[src/rtl/uart_rx_fifo_sched_if.sv]
// Byte-stream interface around the UART RX FIFO scheduler.
// Carries the receive-side capture strobe (rx_done/rx_byte/rx_stop) and the
// show-ahead valid/ready read port (m_data/m_valid/m_ready).
// master: the FIFO scheduler, which sources the read stream.
// slave : the surrounding environment (RX controller plus consumer).
interface uart_rx_fifo_sched_if;
  logic       rx_done;
  logic [7:0] rx_byte;
  logic       rx_stop;
  logic [7:0] m_data;
  logic       m_valid;
  logic       m_ready;

  modport master (
    input  rx_done, rx_byte, rx_stop, m_ready,
    output m_data, m_valid
  );

  modport slave (
    output rx_done, rx_byte, rx_stop, m_ready,
    input  m_data, m_valid
  );
endinterface

[src/rtl/uart_rx_fifo_sched.sv]
// UART RX FIFO scheduler.
// Captures each byte on the rx_done pulse, checks its stop bit, and commits good
// bytes to a circular FIFO that is read through a show-ahead valid/ready port.
// Bytes with a bad stop bit set frame_err; bytes arriving while full set overflow.
// Both flags are sticky until clr_err, and a new error outranks a same-cycle clear.
// Optional feature macro: RX_TIMEOUT_EN enables the idle-line timeout pulse on
// rx_timeout; without it rx_timeout is tied low and no counter is built.
module uart_rx_fifo_sched #(
  parameter int CLK_FREQ     = 100_000_000,
  parameter int BR           = 9600,
  parameter int DEPTH_LOG2   = 4,
  parameter int TIMEOUT_BITS = 40
) (
  input  logic                    clk_r,
  input  logic                    rst,
  uart_rx_fifo_sched_if.master    bus,
  output logic [DEPTH_LOG2:0]     fifo_count,
  output logic                    overflow,
  output logic                    frame_err,
  input  logic                    clr_err,
  output logic                    rx_timeout
);

  localparam int DEPTH = 1 << DEPTH_LOG2;
  localparam logic [DEPTH_LOG2:0] PTR_ONE = (DEPTH_LOG2+1)'(1);

  localparam logic [1:0] W_IDLE   = 2'd0;
  localparam logic [1:0] W_CHECK  = 2'd1;
  localparam logic [1:0] W_COMMIT = 2'd2;
  localparam logic [1:0] W_DROP   = 2'd3;

  logic [1:0]            state;
  logic [7:0]            hold_byte;
  logic                  hold_stop;
  logic [DEPTH_LOG2:0]   wr_ptr;
  logic [DEPTH_LOG2:0]   rd_ptr;
  logic [7:0]            mem [DEPTH];
  logic                  full;
  logic                  empty;
  logic                  pop;

  // Extra pointer MSB distinguishes full from empty when the low bits match.
  assign empty      = (wr_ptr == rd_ptr);
  assign full       = (wr_ptr[DEPTH_LOG2] != rd_ptr[DEPTH_LOG2]) &&
                      (wr_ptr[DEPTH_LOG2-1:0] == rd_ptr[DEPTH_LOG2-1:0]);
  assign pop        = !empty && bus.m_ready;
  assign fifo_count = wr_ptr - rd_ptr;

  // Show-ahead read port; data is forced to zero while nothing is stored.
  assign bus.m_valid = !empty;
  assign bus.m_data  = empty ? 8'h00 : mem[rd_ptr[DEPTH_LOG2-1:0]];

  // Write FSM: capture, then decide commit or drop using the pre-pop full flag.
  always_ff @(posedge clk_r or posedge rst) begin
    if (rst) begin
      state     <= W_IDLE;
      hold_byte <= 8'h00;
      hold_stop <= 1'b0;
    end else begin
      case (state)
        W_IDLE: begin
          if (bus.rx_done) begin
            hold_byte <= bus.rx_byte;
            hold_stop <= bus.rx_stop;
            state     <= W_CHECK;
          end
        end
        W_CHECK:  state <= (!hold_stop || full) ? W_DROP : W_COMMIT;
        W_COMMIT: state <= W_IDLE;
        default:  state <= W_IDLE;
      endcase
    end
  end

  // Pointer update; commit and pop may both happen in one cycle.
  always_ff @(posedge clk_r or posedge rst) begin
    if (rst) begin
      wr_ptr <= '0;
      rd_ptr <= '0;
    end else begin
      if (state == W_COMMIT) wr_ptr <= wr_ptr + PTR_ONE;
      if (pop)               rd_ptr <= rd_ptr + PTR_ONE;
    end
  end

  // Storage array is left unreset so it can map onto plain RAM.
  always_ff @(posedge clk_r) begin
    if (state == W_COMMIT) mem[wr_ptr[DEPTH_LOG2-1:0]] <= hold_byte;
  end

  // Sticky error flags; setting takes priority over a same-cycle clear.
  always_ff @(posedge clk_r or posedge rst) begin
    if (rst) begin
      frame_err <= 1'b0;
      overflow  <= 1'b0;
    end else begin
      if (state == W_CHECK && !hold_stop)      frame_err <= 1'b1;
      else if (clr_err)                        frame_err <= 1'b0;
      if (state == W_CHECK && hold_stop && full) overflow <= 1'b1;
      else if (clr_err)                        overflow  <= 1'b0;
    end
  end

`ifdef RX_TIMEOUT_EN
  localparam int BIT_CYC  = CLK_FREQ / BR;
  localparam int TO_LIMIT = BIT_CYC * TIMEOUT_BITS;
  localparam int TO_W     = $clog2(TO_LIMIT + 1);
  localparam logic [TO_W-1:0] TO_LAST = TO_W'(TO_LIMIT - 1);
  localparam logic [TO_W-1:0] TO_HOLD = TO_W'(TO_LIMIT);

  logic [TO_W-1:0] to_cnt;

  // Idle counter: runs while data waits unread, parks past the pulse value.
  always_ff @(posedge clk_r or posedge rst) begin
    if (rst) begin
      to_cnt <= '0;
    end else if (bus.rx_done || empty) begin
      to_cnt <= '0;
    end else if (to_cnt != TO_HOLD) begin
      to_cnt <= to_cnt + TO_W'(1);
    end
  end

  assign rx_timeout = !empty && (to_cnt == TO_LAST);
`else
  assign rx_timeout = 1'b0;
`endif

endmodule
[src/flat_wrapper.sv]
// flat-port wrapper written by rule: the top's interface ports become plain ports
module uart_rx_fifo_sched_flat 
#(
  parameter int CLK_FREQ     = 100_000_000,
  parameter int BR           = 9600,
  parameter int DEPTH_LOG2   = 4,
  parameter int TIMEOUT_BITS = 40
)
  (clk_r, rst, fifo_count, overflow, frame_err, clr_err, rx_timeout, bus_rx_done, bus_rx_byte, bus_rx_stop, bus_m_ready, bus_m_data, bus_m_valid);
  uart_rx_fifo_sched_if bus_i ();
  input  logic clk_r;
  input  logic rst;
  output logic [DEPTH_LOG2:0] fifo_count;
  output logic overflow;
  output logic frame_err;
  input  logic clr_err;
  output logic rx_timeout;
  input wire logic [$bits(bus_i.rx_done)-1:0] bus_rx_done;
  input wire logic [$bits(bus_i.rx_byte)-1:0] bus_rx_byte;
  input wire logic [$bits(bus_i.rx_stop)-1:0] bus_rx_stop;
  input wire logic [$bits(bus_i.m_ready)-1:0] bus_m_ready;
  output wire logic [$bits(bus_i.m_data)-1:0] bus_m_data;
  output wire logic [$bits(bus_i.m_valid)-1:0] bus_m_valid;
  assign bus_i.rx_done = bus_rx_done;
  assign bus_i.rx_byte = bus_rx_byte;
  assign bus_i.rx_stop = bus_rx_stop;
  assign bus_i.m_ready = bus_m_ready;
  assign bus_m_data = bus_i.m_data;
  assign bus_m_valid = bus_i.m_valid;
  uart_rx_fifo_sched #(.CLK_FREQ(CLK_FREQ), .BR(BR), .DEPTH_LOG2(DEPTH_LOG2), .TIMEOUT_BITS(TIMEOUT_BITS)) u_core (.clk_r(clk_r), .rst(rst), .bus(bus_i), .fifo_count(fifo_count), .overflow(overflow), .frame_err(frame_err), .clr_err(clr_err), .rx_timeout(rx_timeout));
endmodule
[config.mk]
export PLATFORM = sky130hd
export DESIGN_NAME = uart_rx_fifo_sched_flat
export DESIGN_NICKNAME = d
export VERILOG_FILES = /design/src/rtl/uart_rx_fifo_sched_if.sv /design/src/rtl/uart_rx_fifo_sched.sv /design/src/flat_wrapper.sv
export SDC_FILE = /design/constraint.sdc
export NUM_CORES = 1
export LEC_CHECK = 0
export CAP_MARGIN = 20
export CELL_PAD_IN_SITES_DETAIL_PLACEMENT = 1
export CELL_PAD_IN_SITES_GLOBAL_PLACEMENT = 1
export CORE_MARGIN = 1.5
export CORE_UTILIZATION = 52
export DETAILED_ROUTE_END_ITERATION = 12
export PLACE_DENSITY = 0.85
export REMOVE_ABC_BUFFERS = 1
export SLEW_MARGIN = 20
export SYNTH_ARGS = -nofsm -noshare
export SYNTH_HDL_FRONTEND = slang
export SYNTH_SLANG_ARGS = --single-unit
[constraint.sdc]
create_clock -name clk_r -period 2.85 [get_ports clk_r]
set_input_delay 0.285 -clock clk_r [delete_from_list [all_inputs] [get_ports clk_r]]
set_output_delay 0.285 -clock clk_r [all_outputs]
set_load 0.02 [all_outputs]
==> summary.md <==
| Metric | Value |
|---|---|
| Main synth FF type | `edfxtp_1` |
| DR iter-0 viols | `230` |
| Initial core utilization | `53.68%` |
| Status | `finished, final reports clean` |
| Post-DP HPWL | `8671 um` |
| Synth Area per Inst | `18.94 um2` |
| Tightest Pin Transition | `980.3 ps` |
| Vias in the first global route | `3522` |
| Crit Path Max Fanout | `8` |
| Cts hold-fix bufs | `0` |
| CTS tree | `done` |
| Ys Warns | `0` |
| DRC violations left | `0` |
| Most common cell after layout, fill and taps aside | `edfxtp_1` |
| DR WL/cell | `26.38 um` |
| Post-synth cell types | `38` |
| Pre-Repair DR Iteration Count | `5` |
| ANT cells | `0` |
| CTS Buffer Depth | `2` |
| Setup TNS | `0 ps` |
| Die Area | `12500 um2` |
| Sequential-to-total area share from yosys stat | `between 70% and 80%` |
| Initial antenna violation count | `0` |
| CP Data Required Time | `2570 ps` |
| Syn Inst Count | `~330` |
| Clock sinks | `roughly 150` |
| Worst slew margin | `34.58%` |
| Slew Limit Fails | `0` |
| EDFF count, synth | `128` |
| Clock Pin Slew Worst Setup and Hold Paths | `60 ps` |
| Fill count | `between 900 and 1000` |
| Startpoint Class | `flop` |
| Total number of vias | `3220` |
| Mapped Area | `between 6000 and 7000 um2` |
| Final Cycle Share | `97.24%` |
| Clk root buf | `clkbuf_16` |
| Largest net degree at the start of global routing | `24` |
| VDD IR-drop max | `0.8878 mV` |
| Leak | `2.555 nW` |
| FFs w/ async S/R, synth | `roughly 15%` |
| Final core utilization | `63.26%` |
| Dpl cells | `491` |
| Total Power | `0.008638 W` |
| Hold_ws | `405.0 ps` |
| Skew final | `9.625 ps` |
| Tmin final | `2771 ps` |
| #FFs+latches synth | `between 150 and 200` |
| GRT Overall Usage | `between 20% and 30%` |
| Clk_lat worst skew | `approximately 420 ps` |
| # rows | `39` |
| Hold Violations, Final | `0` |
| Share of cells above drive strength 1 | `24.54%` |
| Die width | `111.8 um` |
| Via-per-instance ratio | `around 6.1` |
| Die Span Y | `111.8 um` |
| Signal arrival time at the worst endpoint | `2490 ps` |
| IO Port Bufs | `29` |
| Type of the tightest min-delay check | `input port to async pin` |
| First-pass GRT wire length | `roughly 21000 um` |
| PwrDens | `around 1200 nW/um2` |
| RePlAce Congestion | `0.7911` |
| CTS Buf Count | `17` |
| Critical path class | `flop to primary output` |
| Core area | `11470 um2` |
| Critical Path Sink Type | `primary output` |
| GR Overflow Total | `0` |
| Layout Cells excl Fill | `526` |
| CTS H-tree depth | `4` |
| Max Cap Viol | `0` |
| Setup violators final | `0` |
| Post-Route WL | `13880 um` |
| Final net count | `394` |
| Most frequent cells in the layout | `edfxtp_1, mux4_2, dfrtp_1` |
| ANT nets after route | `0` |
| Ports | `31` |
| Fmax | `360.8 MHz` |
| Layout area overhead | `17.85%` |
| RSZ-0062 raised after global routing | `false` |
## state kept, by name, summed over array words and instances, names as in the netlist
name / cells
u_core.frame_err: 1
u_core.hold_byte: 8
u_core.hold_stop: 1
u_core.overflow: 1
u_core.rd_ptr: 5
u_core.state: 2
u_core.mem: 128
u_core.wr_ptr: 5
## cells in the mapped netlist (2+ instances only)
cell / count / area, um2
edfxtp_1: 128 / 3844
mux4_2: 29 / 653.1
dfrtp_1: 23 / 575.6
and2_1: 16 / 100.1
mux2_2: 16 / 180.2
xnor2_1: 10 / 87.58
a21oi_1: 9 / 45.04
ha_1: 9 / 112.6
mux2i_1: 9 / 90.09
inv_1: 8 / 30.03
nand2_1: 7 / 26.28
o21ai_1: 7 / 35.03
clkbuf_1: 6 / 22.52
nand3_1: 6 / 30.03
nor2b_1: 5 / 31.28
and3_1: 3 / 18.77
buf_2: 3 / 15.01
buf_4: 3 / 22.52
a2111oi_0: 2 / 17.52
a21o_1: 2 / 15.01
buf_6: 2 / 22.52
inv_2: 2 / 7.510
nor2_1: 2 / 7.510
nor3b_1: 2 / 15.01
o21ai_0: 2 / 10.01
xor2_1: 2 / 17.52
## per-layer routing
metal	track usage (%)	part of all wire, %	vias to the layer above
li1	-	-	1371
met1	31.98	42	1694
met2	39.39	51	131
met3	6.151	4.7	24
met4	7.511	2.1	0
met5	0	0	-
## worst max-delay path, cell delays in order, from the launching register on
cell	delay, ps
dfrtp_2	510
clkbuf_16	220
mux4_2	520
mux2_2	290
o21ai_1	130
a21oi_1	50
dlygate4sd2_1	330
## worst paths after layout
path	start	to	slack [ps]	cells after the start
worst min register to register	u_core.state[1]	u_core.state[0]	500	1
max in group asynchronous	rst	u_core.rd_ptr[0]	1780	2
min in group clk_r	bus_rx_byte[3]	u_core.hold_byte[3]	480	2
worst min-delay path	rst	u_core.hold_byte[4]	410	2
worst max-delay path	u_core.rd_ptr[0]	bus_m_data[5]	80	6
worst max register to register	u_core.state[0]	u_core.mem[0][7]	480	3
## kinds of logic after synthesis
group,count (synthesis),synth area share [%]
mux,56,15.61
buf+inv,24,1.951
flops,151,71.79
simple gates,44,4.106
fa+ha+maj,10,2.155
compound gates,27,2.622
other cells,1,0.06092
xor+xnor,12,1.707
## where the power goes
group,leakage [nW],total [W],switching [W],internal [W]
clock network,0.281,0.00228,0.000902,0.00138
registers,1.43,0.00340,0.000454,0.00294
logic,0.842,0.00296,0.00157,0.00139
## layout make-up
class / instances / area [um2] / share of cell area, %
Clock inverter: 15 / 176.4 / 2.432
Timing Repair Buffer: 40 / 399.1 / 5.502
Tap cell: 143 / 178.9 / 2.466
Inverter: 10 / 37.54 / 0.5174
Multi-Input combinational cell: 150 / 1617 / 22.28
Sequential cell: 151 / 4420 / 60.93
Clock buffer: 17 / 425.4 / 5.864
## what timing repair did
| action | in CTS | in global routing |
|---|---|---|
| endpoints found under the setup margin | 9 | 10 |
| gates resized for setup | 10 | 15 |
| endpoints found under the hold margin | 0 | 0 |
| buffers inserted | 0 | 1 |
| gates cloned | 1 | 1 |
## stage by stage
stage               worst slack, ps  cell area (um2)
finish                        78.67             7254
global route                 0.7334             7254
CTS                          -19.08             7234
detailed placement            208.8             6616
global placement              264.3             6616
floorplan                    -575.3             6073
No activity file was read; power rests on OpenSTA's default activity.
==> variant 1, RTL diff (config.mk and constraints unchanged) <==
`DEPTH_LOG2` is set to 4 in 2 places; all go to 5.
--- a/src/rtl/uart_rx_fifo_sched.sv
+++ b/src/rtl/uart_rx_fifo_sched.sv
@@ -8,7 +8,7 @@
 module uart_rx_fifo_sched #(
   parameter int CLK_FREQ     = 100_000_000,
   parameter int BR           = 9600,
-  parameter int DEPTH_LOG2   = 4,
+  parameter int DEPTH_LOG2   = 5,
   parameter int TIMEOUT_BITS = 40
 ) (
   input  logic                    clk_r,
--- a/src/flat_wrapper.sv
+++ b/src/flat_wrapper.sv
@@ -3,7 +3,7 @@
 #(
   parameter int CLK_FREQ     = 100_000_000,
   parameter int BR           = 9600,
-  parameter int DEPTH_LOG2   = 4,
+  parameter int DEPTH_LOG2   = 5,
   parameter int TIMEOUT_BITS = 40
 )
   (clk_r, rst, fifo_count, overflow, frame_err, clr_err, rx_timeout, bus_rx_done, bus_rx_byte, bus_rx_stop, bus_m_ready, bus_m_data, bus_m_valid);
Ports: changed (resized fifo_count); port bits go from 31 to 32. The function was not compared with the original's and may differ.
==> variant 1 against the original RTL <==
The flow now finishes with violations (negative setup slack). Area after synthesis up 83%. Sequential cell count up 130. First-iteration DRC count up 140%. Wire length up 130%. Maximum frequency down 9.9%. Non-clock buffer count up 82. Synthesized cell count up 82%. Register-to-register slack worse by 0.52 ns. Worst setup slack worse by 0.31 ns. Design area up 91%. Total power up 88%. Core utilization up 2.2 points. Largest cell class unchanged.
==> variant 1: results (changes against the original RTL) <==
Run status
  – Status: finished, violations left
  – Violated checks: negative setup slack

CTS
  – Clk buf depth: 3 (+1)
  – Clock latency on the worst-skew pair: 0.55 ns (+0.13 ns)
  – CTS resizes: 132 (+122)
  – Post-CTS setup repair buffer count: 9 (+9)
  – H-tree levels: 1 (-3)
  – Cts bufs inserted: 28 (+11)

Route
  – WL/cell: 31.10 µm (+18%)
  – Initial drt markers: 544 (+140%)

Global routing
  – Vias in the first global route: 6,829 (+94%)
  – First-pass GRT wire length: 44,880 µm (+110%)
  – Overall Global Routing Usage: 28.19% (+4.2 points)

Layout
  – Max reg flops: 256 (+100%)
  – Fin nets: 737 (+87%)
  – Number of fill cells in the layout: 1,766 (+83%)
  – Share of layout cells above drive strength 1: 33.92% (+9.4 points)

Logic synthesis
  – Ys async rst share: 8.897% (-6.3 points)
  – Number of synthesized flops with an enable pin: 256 (+100%)
  – Sequential area share after synthesis: 73.84% (+2.1 points)
  – Top post-synthesis cells by area: edfxtp_1 (68%), mux4_2 (7.2%), dfrtp_1 (5.6%)
  – Synth cell types: 48 (+26%)

Critical path
  – Setup slack, reg-to-reg: -0.04 ns (-0.52 ns)
  – FF-to-FF Start: u_core.rd_ptr[2]$_DFFE_PP0P_
  – Worst EP arrival: 2.79 ns (+0.30 ns)
  – Worst R2R End: u_core.rd_ptr[3]$_DFFE_PP0P_
  – Worst r2r path cells: 10 (+7)

Power and ir drop
  – VDD IR-drop max: 0.9258 mV (+4.3%)
  – Leakage power: 4.769 nW (+87%)

Timing
  – Setup violators final: 11 (+11)
  – Final WS setup: -0.2264 ns (-0.3050 ns)

Place
  – Dpl ws: -0.3616 ns (-0.5704 ns)
  – GPL Wtd Cong: 0.7922 (+0.14%)
  – Detail Placement HPWL: 18,070 µm (+110%)
==> variant 1: cell count changes in the layout (fill, tap and decap cells not counted), sizes merged, moves of 19 or more <==
cell / unedited run / this run
mux2i: 9 / 32
nor2: 2 / 45
edfxtp: 128 / 256
mux4: 30 / 49
buf: 10 / 102
==> variant 1: cell families (layout without fill, tap and decap cells) <==
| group | Yosys count | in the layout | synth area share (%) |
|---|---|---|---|
| other | 1 | 1 | 0.03331 |
| AND/OR/NAND/NOR | 91 | 91 | 3.657 |
| adder cells (fa/ha/maj) | 11 | 11 | 1.289 |
| multiplexers | 89 | 89 | 13.88 |
| flip-flops | 281 | 281 | 73.84 |
| XOR/XNOR | 12 | 12 | 0.9336 |
| AO/OA/AOI/OAI | 61 | 61 | 4.157 |
| buffers and inverters | 45 | 188 | 2.211 |
==> variant 1: layer usage <==
layer	global-route usage [%]	share of wire (%)	vias up
li1	-	-	2626
met1	35.39	38	3350
met2	49.38	52	303
met3	4.606	6.5	91
met4	10.69	3.9	0
met5	0	0	-
==> variant 1: how the worst min path moves through the flow <==
stage	to	slack (ns)	cells past startpoint
after floorplan	u_core.frame_err$_DFFE_PP0P_	0.31	1
after global placement	u_core.state[0]$_DFFE_PP0P_	0.45	1
after detailed placement	u_core.state[0]$_DFFE_PP0P_	0.48	1
after CTS	u_core.rd_ptr[0]$_DFFE_PP0P_	0.23	2
after global routing	u_core.wr_ptr[2]$_DFFE_PP0P_	0.28	2
final	u_core.rd_ptr[0]$_DFFE_PP0P_	0.22	2
==> variant 1: cell type report <==
cell class                      count  share of cell area [%]
Clock buffer                       37                   5.602
Clock inverter                     15                  0.9036
Inverter                           14                  0.3795
Multi-Input combinational cell    265                   22.35
Sequential cell                   281                   60.14
Tap cell                          275                   2.485
Timing Repair Buffer              122                   8.141
==> variant 1: critical path: cells and delay by family, from the launching register on <==
| family | cells | cell delay (ns) |
|---|---|---|
| simple gates | 1 | 0.05 |
| compound gates | 2 | 0.53 |
| mux | 1 | 0.53 |
| buf+inv | 4 | 0.64 |
| flops | 1 | 0.48 |
==> variant 1: report_power, final <==
part	switching, W	leakage [nW]	internal [W]
Clock	0.00154	0.441	0.00209
Combinational	0.00343	1.73	0.00292
Sequential	0.000868	2.60	0.00536
Total	0.00584	4.77	0.0104
==> variant 1: through the flow <==
stage               utilization (%)  area, µm²  instances  setup TNS, ns  total power, W
global placement              58.51      12380        944         -1.109         0.01091
global route                  65.46      13850       1009         -2.131         0.01670
floorplan                         -      11060        560         -32.14        0.008727
finish                        65.46      13850       1009         -1.503         0.01621
CTS                           64.56      13660       1004         -1.233         0.01569
detailed placement            58.51      12380        944         -2.251         0.01136
==> variant 2, RTL diff (same settings) <==
Made on the original files. Register the output `fifo_count`, cleared by the reset; this adds one clock of latency there. The other outputs are not delayed to match.
--- a/src/rtl/uart_rx_fifo_sched.sv
+++ b/src/rtl/uart_rx_fifo_sched.sv
@@ -44,7 +44,13 @@
   assign full       = (wr_ptr[DEPTH_LOG2] != rd_ptr[DEPTH_LOG2]) &&
                       (wr_ptr[DEPTH_LOG2-1:0] == rd_ptr[DEPTH_LOG2-1:0]);
   assign pop        = !empty && bus.m_ready;
-  assign fifo_count = wr_ptr - rd_ptr;
+  always_ff @(posedge clk_r or posedge rst) begin
+    if (rst) begin
+      fifo_count <= '0;
+    end else begin
+      fifo_count <= wr_ptr - rd_ptr;
+    end
+  end
 
   // Show-ahead read port; data is forced to zero while nothing is stored.
   assign bus.m_valid = !empty;
Function: changed (a bounded check fails within 4 cycles, from zero or initial values and one cycle with rst high).
==> variant 2 against the original RTL <==
Sequential cell count rose by 5. Register-to-register slack improved by 0.05 ns. Wire length rose by 19%. Area after synthesis rose by 2.4%. Design area rose by 4.3%. Cell count rose by 5.9%. Total power rose by 3.0%. Worst setup slack got worse by 0.027 ns. Core utilization rose by 0.28 points. Critical endpoint is now bus_m_data[6]. Largest power group unchanged. Highest routed layer unchanged.
==> variant 2: results (changes against the original RTL) <==
Global routing
  – Vias in the first global route: 3,748 (+6.4%)
  – Largest net degree at the start of global routing: 29 (+21%)
  – First-pass GRT wire length: 24,920 µm (+16%)
  – Overall Global Routing Usage: 27.82% (+3.8 points)

Critical path
  – Crit path max-delay cell type: dfrtp_1
  – Worst EP arrival: 2.51 ns (+0.02 ns)
  – CP Max Fanout: 9 (+1)
  – Slowest stage delay, CP: 0.51 ns

Power and ir drop
  – VDD IR-drop max: 0.6464 mV (-27%)
  – Leakage power: 2.741 nW (+7.3%)

Layout
  – Share of layout cells above drive strength 1: 27.32% (+2.8 points)
  – Fin nets: 421 (+6.9%)

Timing
  – Clock skew: 0.01346 ns (+0.003834 ns)
  – Slew of the pin with the lowest slew margin: 0.6202 ns (-0.3601 ns)

Logic synthesis
  – Mux contribution to synthesized area: 15.81% (+0.20 points)
  – Synth cell types: 40 (+5.3%)
  – Mapped Avg Cell Area: 18.98 µm² (+0.20%)
  – Top post-synthesis cells by area: edfxtp_1 (61%), dfrtp_1 (11%), mux4_2 (7.5%)
  – Area fraction in compound gates after synthesis: 2.661% (+0.039 points)
  – Synth Area in Adders: 2.105% (-0.050 points)
  – Sequential area share after synthesis: 72.12% (+0.33 points)
  – Most frequent cells after synthesis: edfxtp_1 (128), dfrtp_1 (28), mux4_2 (21), mux2_2 (16), nor2_1 (13)
  – Synth Area in XOR/XNOR: 1.668% (-0.039 points)
  – Yosys warnings: 0 (unchanged)

Place
  – GPL Wtd Cong: 0.7916 (about the same)
  – Detail Placement HPWL: 9670 µm (+12%)
  – Dpl ws: 0.1553 ns (-0.05348 ns)
  – # placed instances: 522 (+6.3%)

Route
  – Via density: 6.264 (+2.3%)

CTS
  – Cts bufs inserted: 17 (unchanged)
  – Worst-path clk slew: 0.07 ns

Run status
  – Status: completed
variant 2: changes by cell type after synthesis, moves of 2 or more:
cell / delta
nor3_1: +5
nor2_1: +11
mux4_1: +9
o21ai_1: -6
nand2_1: +5
and3_1: -2
mux4_2: -8
dfrtp_1: +5
nand3_1: -3
nand2b_1: +3
o21ai_0: +5
and2_1: -16
variant 2: cell families (layout without fill, tap and decap cells):
logic type,Yosys count,count (layout)
buf+inv,27,105
simple gates,44,44
flops,156,156
mux,55,55
other cells,1,1
xor+xnor,12,12
fa+ha+maj,10,10
compound gates,27,27
variant 2: layer usage:
layer  up-vias  share of wire (%)  routed length (µm)  global-route usage (%)
li1       1435                  -                   -                       -
met1      1820                 38                6341                   35.85
met2       193                 52                8638                   46.75
met3        41                6.8                1129                   5.945
met4         0                2.6                 437                   11.08
met5         -                  0                   0                       0
variant 2: stage by stage:
step | TNS, ns | hold slack, ns | cell area, µm²
final | 0 | 0.2729 | 7569
after floorplan | -0.7741 | 0.3504 | 6197
after global routing | 0 | 0.3168 | 7569
after detailed placement | 0 | 0.4861 | 6909
after global placement | 0 | 0.4522 | 6909
after CTS | -0.0008491 | 0.2773 | 7553
variant 2: layout make-up:
| cell class | instances | area (µm²) |
|---|---|---|
| sequential | 156 | 4547 |
| fill | 1031 | 4343 |
| multi-input combinational | 149 | 1619 |
| timing repair buffer | 62 | 560.5 |
| clock buffer | 19 | 452.9 |
| tap | 147 | 183.9 |
| clock inverter | 13 | 163.9 |
| inverter | 11 | 41.29 |
variant 2: critical path, delay by kind of cell (launching register included):
family / cells / cell delay, ns
AO/OA/AOI/OAI: 1 / 0.29
buffers and inverters: 1 / 0.33
AND/OR/NAND/NOR: 2 / 0.55
adder cells (fa/ha/maj): 1 / 0.42
flip-flops: 1 / 0.51
variant 2: repair_timing:
item                       CTS  global route
setup buffers                0             2
setup endpoints to repair    9             6
gates cloned                 1             0
pin swaps                    0             0
resized for setup           18             7
variant 2: path summary, 6_finish.rpt:
path	endpoint	slack, ns	cells after the start
max in group asynchronous	u_core.rd_ptr[0]$_DFFE_PP0P_	2.27	3
max	bus_m_data[6]	0.05	5
min in group clk_r	u_core.hold_stop$_DFFE_PP0P_	0.44	3
min	u_core.rd_ptr[1]$_DFFE_PP0P_	0.27	3
min reg2reg	u_core.wr_ptr[4]$_DFFE_PP0P_	0.49	1
max reg2reg	u_core.rd_ptr[1]$_DFFE_PP0P_	0.53	6
variant 2: power by group:
group	switching (W)	total [W]	internal (W)
combinational	0.00161	0.00298	0.00137
clock	0.000928	0.00236	0.00143
sequential	0.000493	0.00355	0.00306
